==> src/rtl/dmem_arbiter.sv <==
// dmem_arbiter
//   Two-port round-robin arbiter in front of a single data memory. Port 0 is
//   the load/store unit, port 1 the debug/DMA master. A granted request is
//   latched, checked for alignment/range, optionally held LAT extra cycles in
//   ACCESS, and completed with a one-cycle ack (plus err on a bad address).
//
// Ports
//   clk_i, rst_i               clock, asynchronous active-low reset
//   reqN_i, weN_i              request and write-enable of port N
//   addrN_i, wdataN_i          byte address and write data of port N
//   ackN_o, errN_o             one-cycle completion / error pulse of port N
//   rdataN_o                   read data, valid only with a non-error read ack
//   mem_addr_o, mem_wdata_o    memory address / write data (0 outside ACCESS)
//   mem_we_o, mem_re_o         memory write / read strobes (0 outside ACCESS)
//   mem_data_i                 memory read data, combinational from mem_addr_o
//   busy_o                     high whenever the FSM is not IDLE
module dmem_arbiter #(
  parameter int DEPTH_BYTES = 32,
  parameter int LAT         = 0
) (
  input  logic        clk_i,
  input  logic        rst_i,
  input  logic        req0_i,
  input  logic        req1_i,
  input  logic        we0_i,
  input  logic        we1_i,
  input  logic [31:0] addr0_i,
  input  logic [31:0] addr1_i,
  input  logic [31:0] wdata0_i,
  input  logic [31:0] wdata1_i,
  output logic        ack0_o,
  output logic        ack1_o,
  output logic        err0_o,
  output logic        err1_o,
  output logic [31:0] rdata0_o,
  output logic [31:0] rdata1_o,
  output logic [31:0] mem_addr_o,
  output logic [31:0] mem_wdata_o,
  output logic        mem_we_o,
  output logic        mem_re_o,
  input  logic [31:0] mem_data_i,
  output logic        busy_o
);

  typedef enum logic [1:0] {IDLE, ACCESS, RESP} state_t;

  // Highest byte address at which a full word still fits in the memory.
  localparam logic [31:0] MAX_ADDR = 32'(DEPTH_BYTES - 4);
  localparam logic [3:0]  LAT_CNT  = 4'(LAT);

  state_t      state_q;
  logic        port_q;
  logic        we_q;
  logic        last_q;     // port served by the most recent transaction
  logic [31:0] addr_q;
  logic [31:0] wdata_q;
  logic [3:0]  cnt_q;
  logic        ack0_q, ack1_q, err0_q, err1_q;
  logic [31:0] rdata0_q, rdata1_q;

  // Grant candidate as seen in IDLE.
  logic        gnt_port_d;
  logic        gnt_we_d;
  logic        gnt_err_d;
  logic [31:0] gnt_addr_d;
  logic [31:0] gnt_wdata_d;

  always_comb begin
    // On contention the port that was not served last wins; otherwise the
    // sole requester (port 1 only if port 0 is idle).
    gnt_port_d  = (req0_i && req1_i) ? ~last_q : req1_i;
    gnt_we_d    = gnt_port_d ? we1_i    : we0_i;
    gnt_addr_d  = gnt_port_d ? addr1_i  : addr0_i;
    gnt_wdata_d = gnt_port_d ? wdata1_i : wdata0_i;
    gnt_err_d   = (gnt_addr_d[1:0] != 2'b00) || (gnt_addr_d > MAX_ADDR);
  end

  always_ff @(posedge clk_i or negedge rst_i) begin
    if (!rst_i) begin
      state_q  <= IDLE;
      port_q   <= 1'b0;
      we_q     <= 1'b0;
      last_q   <= 1'b1;
      addr_q   <= '0;
      wdata_q  <= '0;
      cnt_q    <= '0;
      ack0_q   <= 1'b0;
      ack1_q   <= 1'b0;
      err0_q   <= 1'b0;
      err1_q   <= 1'b0;
      rdata0_q <= '0;
      rdata1_q <= '0;
    end else begin
      // Response outputs are single-cycle pulses.
      ack0_q   <= 1'b0;
      ack1_q   <= 1'b0;
      err0_q   <= 1'b0;
      err1_q   <= 1'b0;
      rdata0_q <= '0;
      rdata1_q <= '0;
      case (state_q)
        IDLE: begin
          if (req0_i || req1_i) begin
            port_q  <= gnt_port_d;
            we_q    <= gnt_we_d;
            addr_q  <= gnt_addr_d;
            wdata_q <= gnt_wdata_d;
            if (gnt_err_d) begin
              // Bad address: respond immediately, memory never touched.
              state_q <= RESP;
              ack0_q  <= ~gnt_port_d;
              ack1_q  <= gnt_port_d;
              err0_q  <= ~gnt_port_d;
              err1_q  <= gnt_port_d;
            end else begin
              state_q <= ACCESS;
              cnt_q   <= LAT_CNT;
            end
          end
        end
        ACCESS: begin
          if (cnt_q == 4'd0) begin
            state_q <= RESP;
            ack0_q  <= ~port_q;
            ack1_q  <= port_q;
            if (!we_q) begin
              if (port_q) rdata1_q <= mem_data_i;
              else        rdata0_q <= mem_data_i;
            end
          end else begin
            cnt_q <= cnt_q - 4'd1;
          end
        end
        RESP: begin
          state_q <= IDLE;
          last_q  <= port_q;
        end
        default: state_q <= IDLE;
      endcase
    end
  end

  // Memory bus is driven from registered state only, so it drops as soon as
  // reset forces the state back to IDLE.
  logic in_access;
  assign in_access   = (state_q == ACCESS);
  assign mem_addr_o  = in_access ? addr_q  : '0;
  assign mem_wdata_o = in_access ? wdata_q : '0;
  assign mem_we_o    = in_access &  we_q;
  assign mem_re_o    = in_access & ~we_q;
  assign busy_o      = (state_q != IDLE);

  assign ack0_o   = ack0_q;
  assign ack1_o   = ack1_q;
  assign err0_o   = err0_q;
  assign err1_o   = err1_q;
  assign rdata0_o = rdata0_q;
  assign rdata1_o = rdata1_q;

endmodule
==> config.mk <==
export PLATFORM = sky130hd
export DESIGN_NAME = dmem_arbiter
export DESIGN_NICKNAME = d
export VERILOG_FILES = /design/src/rtl/dmem_arbiter.sv
export SDC_FILE = /design/constraint.sdc
export NUM_CORES = 1
export LEC_CHECK = 0
export BUFFER_PORTS_ARGS = -buffer_cell sky130_fd_sc_hd__buf_2
export CAP_MARGIN = 20
export CORE_ASPECT_RATIO = 0.7
export CORE_MARGIN = 5
export CORE_UTILIZATION = 50
export DETAILED_ROUTE_END_ITERATION = 10
export PLACE_DENSITY = 0.95
export SKIP_CTS_REPAIR_TIMING = 1
export SLEW_MARGIN = 20
export SYNTH_ARGS = -nofsm -noshare
export SYNTH_HDL_FRONTEND = slang
export SYNTH_SLANG_ARGS = --single-unit
==> constraint.sdc <==
create_clock -name clk_i -period 3.1 [get_ports clk_i]
set_input_delay 0.62 -clock clk_i [delete_from_list [all_inputs] [get_ports clk_i]]
set_output_delay 0.62 -clock clk_i [all_outputs]
set_load 0.01 [all_outputs]
### After elaboration in Yosys (flattened, before gate mapping)

Index checks and enable logic that the tools add are counted.

| storage, ports and cells | value |
|---|---|
| register bits | 141 |
| bits of input ports | 166 |
| logic and storage cells | 70 |

| operators by class | value |
|---|---|
| $add $sub $neg | 1 |
| order comparisons | 1 |
| eq/ne operators | 6 |
| multiplexer cells | 32 |
| bitwise operators | 6 |
| reduce and logical (&&, ||, !) cells | 11 |

Operators by type and width:

| kind | count |
|---|---|
| two-way mux 32 bit | 12 |
| > comparator 32 x 5 -> 1 bit (second input constant) | 1 |
| two-way mux 4 bit | 3 |
| two-way mux 1 bit | 10 |
| one-hot mux 4 bit (2 select lines) | 1 |
| two-way mux 2 bit | 3 |
| inequality test 2 bit (second input constant) | 3 |
| nonzero test 2 bit | 3 |
| zero test 4 bit | 1 |
| NOT 1 bit | 4 |
| one-hot mux 1 bit (2 select lines) | 2 |
| one-hot mux 2 bit (2 select lines) | 1 |
| AND reduction 2 bit | 2 |
| AND reduction 4 bit | 1 |
| subtractor 4 x 1 -> 4 bit (second input constant) | 1 |
| AND 1 bit | 2 |
| equality test 2 x 1 -> 1 bit (second input constant) | 1 |
| equality test 2 bit (second input constant) | 1 |
| zero test 2 bit | 1 |
| logical OR 1 bit | 2 |
| inequality test 2 x 1 -> 1 bit (second input constant) | 1 |
| logical AND 1 bit | 1 |

### Depth between registers and ports, before layout

Gate-level depths: netlist of the first run.

| depth | value |
|---|---|
| depth after elaboration | 8 |
| mapped depth | 7 |
| gate-level depth less buffers | 7 |

### Worst setup path after synthesis of the first run

Ideal clock, no wire load.

| timing path | value |
|---|---|
| path kind | input -> register |
| start point | in addr0_i[9] |
| end point | reg cnt_q[3] |
| arrival time | 1.962 ns |
| data required time | 2.974 ns |
| slack | 1.012 ns |
| cell stages on the path | 5 |
| path through | or4_4 > nor4_4 > nand3_2 > and2_0 > o311a_1 |

| between the ends | value |
|---|---|
| longest elaborated chain between the ends | 5 |

Ends and longest elaborated chain:

| what | line | source |
|---|---|---|
| from (decl) | 27 | `input logic [31:0] addr0_i,` |
| two-way mux 32 bit | 73 | `gnt_addr_d = gnt_port_d ? addr1_i : addr0_i;` |
| > comparator 32 x 5 -> 1 bit | 75 | `gnt_err_d = (gnt_addr_d[1:0] != 2'b00) \|\| (gnt_addr_d > MAX_ADDR);` |
| logical OR 1 bit | 75 |  |
| inequality test 2 bit (no line) | - |  |
| AND reduction 4 bit (no line) | - |  |
| to (signal assigned) | 131 | `cnt_q <= cnt_q - 4'd1;` |
| to (decl) | 57 | `logic [3:0] cnt_q;` |

No other way between the ends.
A chain may end at the register's enable or synchronous reset.

### Worst setup path in the final report of the first run

| timing path | value |
|---|---|
| start point | reg state_q[1] |
| end point | out busy_o |

| between the ends | value |
|---|---|
| longest elaborated chain between the ends | 1 |

Ends and longest elaborated chain:

| what | line | source |
|---|---|---|
| from (decl) | 51 | `state_t state_q;` |
| from (signal assigned) | 80 | `state_q <= IDLE;` |
| from (signal assigned) | 110 | `state_q <= RESP;` |
| from (signal assigned) | 116 | `state_q <= ACCESS;` |
| nonzero test 2 bit | 151 | `assign busy_o = (state_q != IDLE);` |
| to (decl) | 42 | `output logic busy_o` |

No other way between the ends.

==> impl_metrics.env, run 1 <==
export IMPL_outcome="finished clean"
export IMPL_coreArea_um2=11900
export IMPL_cts_root_buf="clkbuf_16"
export IMPL_switchingPower_mw=1.21
export IMPL_insertion_delay_ns=0.40
export IMPL_grt_max_degree=65
export IMPL_cp_top_family="buffers and inverters"
export IMPL_clockBufferDepth=2
export IMPL_postSynthAreaPerCell_um2=10.4
export IMPL_syn_area_um2=6110
export IMPL_swShare_pct=25.6
export IMPL_num_vias=5503
export IMPL_p_clk_share_pct=41.9
export IMPL_drc=0
export IMPL_grt_pass1_vias=5432
export IMPL_tightest_slew_ns=0.698
export IMPL_finalSetupTns_ns=0
export IMPL_cp_depth=4
export IMPL_drt_initial_drc_count=253
export IMPL_cpPeakStageDelay_ns=0.44
export IMPL_vdd_drop_max_uv=427
export IMPL_clock_skew_ns=0.00621
export IMPL_synthDominantCellAreaShare_pct=57.3
export IMPL_hold_viol=0
export IMPL_p_leak_nw=4.78
export IMPL_rsz0062_at_grt="false"
export IMPL_seq_area_frac_synth_pct=57.7
export IMPL_totalPowerFinal_mw=4.72
export IMPL_track_usage_pct=24.3
export IMPL_portBuffers=300
export IMPL_grt_overflow=0
export IMPL_critPathSlowestCell="dfrtp_1"
export IMPL_drt_total_wl_um=17900
export IMPL_detailed_place_hpwl_um=13800
export IMPL_cts_max_level=4
export IMPL_worstHoldPathType="in2async"
export IMPL_place_congestion=1.02
export IMPL_dieArea_um2=14600
export IMPL_reg2regPathDepth=6
export IMPL_synth_distinct_cells=37
export IMPL_syn_to_final_growth_pct=37.2
export IMPL_final_cell_mix="299 x buf_2, 140 x dfrtp_1, 74 x nand2_1"
export IMPL_worst_hold_slack_ns=0.165
export IMPL_path_clk_slew_ns=0.06
export IMPL_timing_rr_end="cnt_q[3]$_DFFE_PN0P_"
export IMPL_grt_pass1_wl_um=27500
export IMPL_slew_viol_final=0
export IMPL_syn_instance_count=585
export IMPL_clock_fmax_mhz=434
export IMPL_ys_top_cells_by_area="dfrtp_1 57%, and2_1 6.8%, and3_1 6.7%"
export IMPL_cts_tree="yes"
export IMPL_syn_num_nets=752
export IMPL_fillCellCount=888
export IMPL_die_h_um=103
export IMPL_initial_core_util_pct=51.6
export IMPL_p_seq_share_pct=45.7
export IMPL_numCtsBuffers=17
export IMPL_path_cells="nor2_1, inv_1, buf_4, buf_2"
export IMPL_fin_nets=1041
export IMPL_ys_ff_latch=141
export IMPL_final_common_cell="buf_2"
export IMPL_synth_edff_count=0
export IMPL_cp_required_ns=2.48
export IMPL_slew_headroom_pct=53.3
export IMPL_powerDensity_nw_per_um2=563
export IMPL_fp_dieW_um=142
export IMPL_cp_max_fo=35
export IMPL_vias_per_cell=5.27
export IMPL_comb_power_share_pct=12.4
export IMPL_num_rows=33
export IMPL_start_kind="flip-flop"
export IMPL_crit_start="state_q[1]$_DFFE_PN0P_"
export IMPL_critical_path_class="reg2out"
export IMPL_antenna_found_initial=0
export IMPL_yosys_area_top_type="dfrtp_1"
export IMPL_final_setup_viol_count=0
export IMPL_ant_nets=0
export IMPL_reg2reg_slack_ns=1.18
export IMPL_cts_sinks=141
export IMPL_critPathBufInv=3
export IMPL_yosysWarnings=0
export IMPL_postLayoutCellArea_um2=8390
export IMPL_post_drt_wl_per_cell_um=17.1
export IMPL_cp_end_kind="output port"
export IMPL_ys_flop_type="dfrtp_1"
export IMPL_timing_rr_start="last_q$_DFFE_PN1N_"
export IMPL_place_area_um2=7800
export IMPL_layout_drive_gt1_share_pct=40.6
export IMPL_period_share_pct=74.3
export IMPL_synthArstFlopShare_pct=100
export IMPL_worst_ep_arrival_time_ns=1.68
export IMPL_p_int_mw=3.51
export IMPL_min_period_ns=2.30
export IMPL_drv_cap=0
export IMPL_num_io_pins=301
export IMPL_drt_first_pass_iters=4
export IMPL_endpoint="busy_o"
## sequential cells by signal, summed over array words and instances, names as in the netlist
signal,flops
addr_q,32
rdata0_o,32
rdata1_o,32
wdata_q,32
cnt_q,4
state_q,2
ack0_o,1
ack1_o,1
err0_o,1
err1_o,1
last_q,1
port_q,1
we_q,1
## cells by family after synthesis
logic type	after synthesis	share of synthesized area [%]
compound gates	117	11.5
fa+ha+maj	1	0.205
simple gates	243	22.0
flops	141	57.7
mux	32	5.24
buf+inv	51	3.34
## cell usage after synthesis, drive strengths merged (6+ instances only)
cell,count
dfrtp,140
nand2,74
o21ai,68
and2,67
and3,65
clkbuf,40
a22oi,33
mux2i,32
nor2,9
nor4,8
buf,6
or4,6
## worst reg2reg max path, cell delays in order, from the launching register on
cell and delay, ns:
dfstp_2 0.55, a21boi_4 0.09, buf_4 0.24, nor4_4 0.30, nand3_2 0.16, and2_0 0.18, o311a_1 0.28
## worst min-delay path by stage
stage | slack [ns] | cells after the start | from | end
after global routing | 0.21 | 1 | rst_i | wdata_q[6]$_DFFE_PN0P_
final | 0.17 | 1 | rst_i | wdata_q[6]$_DFFE_PN0P_
after CTS | 0.19 | 1 | rst_i | wdata_q[4]$_DFFE_PN0P_
after floorplan | 0.32 | 0 | rst_i | ack0_o$_DFF_PN0_
after global placement | 0.45 | 2 | wdata_q[24]$_DFFE_PN0P_ | wdata_q[24]$_DFFE_PN0P_
after detailed placement | 0.46 | 2 | addr_q[20]$_DFFE_PN0P_ | addr_q[20]$_DFFE_PN0P_
## stage by stage
step	instances	utilization [%]	setup slack [ns]
floorplan	585	-	1.01
global placement	1012	65.8	0.844
detailed placement	1012	65.8	0.822
CTS	1044	70.8	0.788
global route	1044	70.8	0.719
finish	1045	70.8	0.795
## power groups by stage
stage | registers [mW] | clock network, mW | logic, mW
after floorplan | 2.15 | 0 | 0.324
after global placement | 2.18 | 0 | 0.560
after detailed placement | 2.19 | 0 | 0.587
after CTS | 2.16 | 2.01 | 0.590
after global routing | 2.18 | 2.10 | 0.662
final | 2.16 | 1.98 | 0.585
## cell type report
class | instances | area [µm²] | area share (%)
Multi-Input combinational cell | 393 | 2420 | 28.8
Clock buffer | 20 | 447 | 5.33
Inverter | 5 | 18.8 | 0.224
Sequential cell | 141 | 3530 | 42.1
Clock inverter | 12 | 136 | 1.63
Timing Repair Buffer | 316 | 1640 | 19.6
Antenna cell | 1 | 2.50 | 0.0298
Tap cell | 157 | 196 | 2.34
## per-layer routing
metal / vias up / GRT usage, % / part of all wire (%)
li1: 2612 / - / -
met1: 2619 / 29.5 / 39
met2: 244 / 42.2 / 51
met3: 28 / 7.19 / 8.3
met4: 0 / 7.67 / 2.2
met5: - / 0 / 0
Power figures use the tool's default switching activity.
==> inputs of run 2 (changes only) <==
Settings changed: ABC_AREA set to 1, CORE_UTILIZATION 50 to 42, PLACE_DENSITY 0.95 to 0.87.
Clock period 3.1 ns to 2.1 ns, I/O delays scaled along.
==> run 2 against run 1 <==
Against the previous run: clock power is 53% higher; synthesized cell count rose by 32%; sequential share of layout area fell by 2.9 points; power increased by 130%; sequential power increased by 79%; critical path depth grew 1; routed wire length is 12% higher; combinational power grew to 7.1 times the previous value; largest power group is now combinational logic.
==> impl_metrics.env, run 2 <==
export IMPL_postLayoutCoreUtil_pct=60.6
export IMPL_grt_pass1_vias=6228
export IMPL_syn_instance_count=775
export IMPL_outcome="finished clean"
export IMPL_seq_area_frac_synth_pct=54.7
export IMPL_postLayoutCellArea_um2=9010
export IMPL_final_cell_mix="299 x buf_2, 146 x nand2_1, 139 x dfrtp_1"
export IMPL_drc=0
export IMPL_num_rows=37
export IMPL_cp_end_kind="output port"
export IMPL_critical_path_class="reg2out"
export IMPL_powerDensity_nw_per_um2=1220
export IMPL_fillCellCount=1210
export IMPL_track_usage_pct=21.0
export IMPL_synthDominantCellAreaShare_pct=54.3
export IMPL_fp_dieW_um=158
export IMPL_cts_sinks=141
export IMPL_post_drt_wl_per_cell_um=15.7
export IMPL_switchingPower_mw=4.23
export IMPL_yosys_area_top_type="dfrtp_1"
export IMPL_period_share_pct=96.4
export IMPL_p_seq_share_pct=35.1
export IMPL_cp_max_fo=20
export IMPL_grt_overflow=0
export IMPL_drt_total_wl_um=20100
export IMPL_hold_viol=0
export IMPL_min_period_ns=2.03
export IMPL_die_h_um=114
export IMPL_final_setup_viol_count=0
export IMPL_synth_edff_count=0
export IMPL_seqCellArea_um2=3530
export IMPL_grt_pass1_wl_um=30500
export IMPL_cts_max_level=4
export IMPL_worst_hold_slack_ns=0.233
export IMPL_num_vias=6379
export IMPL_path_clk_slew_ns=0.06
export IMPL_start_kind="flip-flop"
export IMPL_antenna_found_initial=0
export IMPL_synthArstFlopShare_pct=100
export IMPL_cts_root_buf="clkbuf_16"
export IMPL_final_common_cell="buf_2"
export IMPL_cp_required_ns=1.68
export IMPL_clock_fmax_mhz=494
export IMPL_slew_viol_final=0
export IMPL_dpl_worst_slack_ns=0.0737
export IMPL_dp_cells=1239
export IMPL_postSynthAreaPerCell_um2=8.32
export IMPL_finalSetupTns_ns=0
export IMPL_p_clk_share_pct=27.3
export IMPL_cts_tree="yes"
export IMPL_clock_skew_ns=0.00714
export IMPL_ys_top_cells_by_area="dfrtp_1 54%, nand2_1 8.6%, inv_1 7.5%"
export IMPL_syn_area_um2=6450
export IMPL_p_leak_nw=5.17
export IMPL_place_congestion=0.887
export IMPL_synth_distinct_cells=24
export IMPL_detailed_place_hpwl_um=14200
export IMPL_place_area_um2=8190
export IMPL_comb_power_share_pct=37.6
export IMPL_drv_cap=0
export IMPL_numCtsBuffers=17
export IMPL_worstHoldPathType="in2reg"
export IMPL_totalPowerFinal_mw=11.0
export IMPL_num_io_pins=301
export IMPL_drt_first_pass_iters=7
export IMPL_ant_nets=0
export IMPL_vias_per_cell=4.97
export IMPL_layout_drive_gt1_share_pct=35.0
export IMPL_dieArea_um2=18000
export IMPL_synthTopCellsByCount="148 x nand2_1, 140 x dfrtp_1, 129 x inv_1"
export IMPL_slew_headroom_pct=46.7
export IMPL_syn_to_final_growth_pct=39.7
export IMPL_swShare_pct=38.3
export IMPL_fin_nets=1243
export IMPL_grt_max_degree=65
export IMPL_instances_no_fill=1284
export IMPL_p_int_mw=6.81
export IMPL_clockBufferDepth=2
export IMPL_setup_ws_ns=0.0746
export IMPL_initial_core_util_pct=43.4
export IMPL_tightest_slew_ns=0.799
export IMPL_worst_ep_arrival_time_ns=1.61
export IMPL_syn_num_nets=942
export IMPL_multi_input_area_um2=2210
export IMPL_coreArea_um2=14900
export IMPL_synth_most_common_cell="nand2_1"
export IMPL_yosysWarnings=0
export IMPL_portBuffers=300
export IMPL_ys_flop_type="dfrtp_1"
export IMPL_ys_ff_latch=141
export IMPL_drt_initial_drc_count=483
export IMPL_insertion_delay_ns=0.41
export IMPL_vdd_drop_max_uv=664
export IMPL_antennaDiodeCount=0
==> run 2: changes by cell type in the layout (fill, tap and decap cells not counted), sizes merged, moves of 8 or more <==
cell,before,now
nand3,3,46
nand3b,0,20
o21ai,68,35
nor4,8,0
inv,8,138
and3,65,0
buf,316,324
a22oi,33,0
o211ai,1,33
nor2,9,92
and2,67,0
nor3,4,65
nand2,74,153
mux2i,32,0
==> run 2: kinds of logic (layout without fill, tap and decap cells) <==
group	after synthesis	in the layout	synth area share, %
buf+inv	181	494	11.7
compound gates	75	75	7.28
fa+ha+maj	1	1	0.194
flops	141	141	54.7
simple gates	375	376	25.8
xor+xnor	2	2	0.272
==> run 2: final cells by class <==
class	count	area share, %
Clock buffer	19	4.92
Clock inverter	13	1.72
Inverter	133	5.64
Multi-Input combinational cell	454	24.5
Sequential cell	141	39.2
Tap cell	195	2.71
Timing Repair Buffer	329	21.3
==> run 2: worst paths after layout <==
| kind | start | cells past startpoint | end | slack [ns] |
|---|---|---|---|---|
| hold / removal | wdata0_i[17] | 3 | wdata_q[17]$_DFFE_PN0P_ | 0.23 |
| hold reg to reg | addr_q[28]$_DFFE_PN0P_ | 2 | addr_q[28]$_DFFE_PN0P_ | 0.49 |
| max in group asynchronous | rst_i | 3 | rdata0_o[12]$_DFF_PN0_ | 1.00 |
| setup reg to reg | last_q$_DFFE_PN1N_ | 14 | cnt_q[3]$_DFFE_PN0P_ | 0.09 |
| min in group asynchronous | rst_i | 2 | addr_q[16]$_DFFE_PN0P_ | 0.51 |
| setup / recovery | state_q[1]$_DFFE_PN0P_ | 5 | mem_wdata_o[21] | 0.07 |
==> run 2: metal layers <==
metal / up-vias / wire length [µm] / global-route usage, % / part of all wire, %
met5: - / 0 / 0 / 0
met4: 0 / 376 / 6.65 / 1.9
met3: 27 / 1830 / 5.35 / 9.1
met2: 318 / 9570 / 33.7 / 48
met1: 3012 / 8340 / 28.2 / 41
li1: 3022 / - / - / -
==> run 2: critical path, stage by stage (launching register included) <==
cell	delay, ns
dfrtp_2	0.45
nor2_4	0.15
inv_6	0.10
buf_12	0.17
nor2_1	0.15
buf_2	0.16
==> run 2: power groups by stage <==
stage                     clock (mW)  sequential, mW  combinational [mW]
after floorplan                    0            3.86                2.54
after global placement             0            3.86                3.81
after detailed placement           0            3.90                3.90
after CTS                       3.07            3.86                3.92
after global routing            3.19            3.95                4.63
final                           3.02            3.87                4.15
==> inputs of run 3 (changes only) <==
Settings changed: SETUP_SLACK_MARGIN set to 0.5.
==> run 3 against run 2 <==
Against the previous run: worst hold slack improved by 0.0057 ns; combinational power rose by 9.9%; critical path depth rose by 1; clock skew rose by 0.0063 ns; sequential share of layout area fell by 1.3 points.
==> impl_metrics.env, run 3 (synthesis results as in run 2) <==
export IMPL_outcome="finished clean"
export IMPL_hold_viol=0
export IMPL_slew_viol_final=0
export IMPL_detailed_place_hpwl_um=15300
export IMPL_powerDensity_nw_per_um2=1230
export IMPL_drt_total_wl_um=21400
export IMPL_grt_overflow=0
export IMPL_cp_required_ns=2.41
export IMPL_path_cells="nand2_4, nand2_8, clkinvlp_4, nor2_2, nand2_1, o211ai_1"
export IMPL_multi_input_area_um2=2430
export IMPL_tightest_slew_ns=0.844
export IMPL_numCtsBuffers=17
export IMPL_dieArea_um2=18000
export IMPL_cts_max_level=4
export IMPL_coreArea_um2=14900
export IMPL_grt_max_degree=51
export IMPL_cp_top_family="simple AND/OR/NAND/NOR gates"
export IMPL_final_cell_mix="296 x buf_2, 139 x dfrtp_1, 129 x nand2_1"
export IMPL_clock_fmax_mhz=504
export IMPL_critPathBufInv=1
export IMPL_p_leak_nw=5.24
export IMPL_slew_headroom_pct=43.7
export IMPL_drc=0
export IMPL_final_common_cell="buf_2"
export IMPL_critPathSlowestCell="nor2_2"
export IMPL_initial_core_util_pct=43.4
export IMPL_setup_ws_ns=0.116
export IMPL_rsz0062_at_grt="true"
export IMPL_cts_tree="yes"
export IMPL_critical_path_class="reg2reg"
export IMPL_seqCellArea_um2=3530
export IMPL_cpPeakStageDelay_ns=0.68
export IMPL_min_period_ns=1.98
export IMPL_portBuffers=300
export IMPL_worstHoldPathType="in2reg"
export IMPL_place_area_um2=8230
export IMPL_grt_pass1_vias=6004
export IMPL_vdd_drop_max_uv=647
export IMPL_num_vias=6420
export IMPL_antenna_found_initial=1
export IMPL_post_drt_wl_per_cell_um=16.5
export IMPL_cts_sinks=141
export IMPL_reg2reg_slack_ns=0.12
export IMPL_final_setup_viol_count=0
export IMPL_num_rows=37
export IMPL_clockBufferDepth=2
export IMPL_path_clk_slew_ns=0.06
export IMPL_fin_nets=1257
export IMPL_worst_ep_arrival_time_ns=2.29
export IMPL_layout_drive_gt1_share_pct=41.3
export IMPL_postLayoutCellArea_um2=9320
export IMPL_drt_first_pass_iters=5
export IMPL_num_io_pins=301
export IMPL_dpl_worst_slack_ns=0.0343
export IMPL_drt_initial_drc_count=433
export IMPL_grt_pass1_wl_um=30600
export IMPL_cp_end_kind="flip-flop"
export IMPL_worst_hold_slack_ns=0.239
export IMPL_insertion_delay_ns=0.41
export IMPL_track_usage_pct=21.5
export IMPL_cts_root_buf="clkbuf_16"
export IMPL_fp_dieW_um=158
export IMPL_fillCellCount=1226
export IMPL_antennaDiodeCount=0
export IMPL_period_share_pct=94.5
export IMPL_vias_per_cell=4.95
export IMPL_clock_skew_ns=0.0135
export IMPL_drv_cap=0
export IMPL_syn_to_final_growth_pct=44.6
export IMPL_place_congestion=0.881
export IMPL_ant_nets=0
export IMPL_cp_max_fo=17
export IMPL_die_h_um=114
export IMPL_start_kind="flip-flop"
run 3: cell types whose count changed in the layout (fill, tap and decap cells not counted), sizes merged:
| cell | before | now |
|---|---|---|
| buf | 324 | 339 |
| inv | 138 | 135 |
| clkbuf | 23 | 22 |
| clkinv | 4 | 5 |
| clkinvlp | 2 | 3 |
| nand2 | 153 | 154 |
run 3: final timing paths:
kind / to / start / cells past startpoint
max reg2reg: wdata_q[9]$_DFFE_PN0P_ / last_q$_DFFE_PN1N_ / 6
max in group asynchronous: last_q$_DFFE_PN1N_ / rst_i / 3
max: wdata_q[9]$_DFFE_PN0P_ / last_q$_DFFE_PN1N_ / 6
min reg2reg: addr_q[1]$_DFFE_PN0P_ / addr_q[1]$_DFFE_PN0P_ / 2
min in group asynchronous: wdata_q[28]$_DFFE_PN0P_ / rst_i / 2
min: wdata_q[17]$_DFFE_PN0P_ / wdata0_i[17] / 3
run 3: routing by layer:
metal	part of all wire (%)	vias to the layer above	wire length [µm]	track usage, %
met5	0.051	-	11	0
met2	49	323	10500	35.3
li1	-	3065	-	-
met1	40	3004	8580	28.3
met4	1.6	2	344	5.51
met3	9.0	26	1930	5.80
run 3: worst register-to-register path, stage by stage, from the launching register on:
cell and delay [ns]:
dfstp_2 0.56, nand2_4 0.10, nand2_8 0.13, clkinvlp_4 0.18, nor2_2 0.68, nand2_1 0.11, o211ai_1 0.13
run 3: layout make-up:
cell class              count  area share [%]
flip-flops and latches    141            37.9
clock buffers              20            4.79
inverters                 133            5.48
well taps                 195            2.62
clock inverters            12            1.48
repair buffers            342            21.7
multi-input cells         455            26.0
run 3: through the flow:
stage / setup TNS [ns] / util, % / std cells / power, mW
2_1_floorplan: 0 / - / 775 / 6.40
3_3_place_gp: 0 / 55.4 / 1246 / 7.77
3_5_place_dp: 0 / 55.4 / 1246 / 7.88
4_1_cts: -0.0222 / 59.3 / 1278 / 10.9
5_1_grt: 0 / 62.7 / 1298 / 12.1
6_report: 0 / 62.7 / 1298 / 11.4
run 3: power by group:
part | internal, mW | total, mW | switching, mW
sequential | 3.53 | 3.89 | 0.362
combinational | 1.65 | 4.56 | 2.91
clock | 1.79 | 2.98 | 1.18
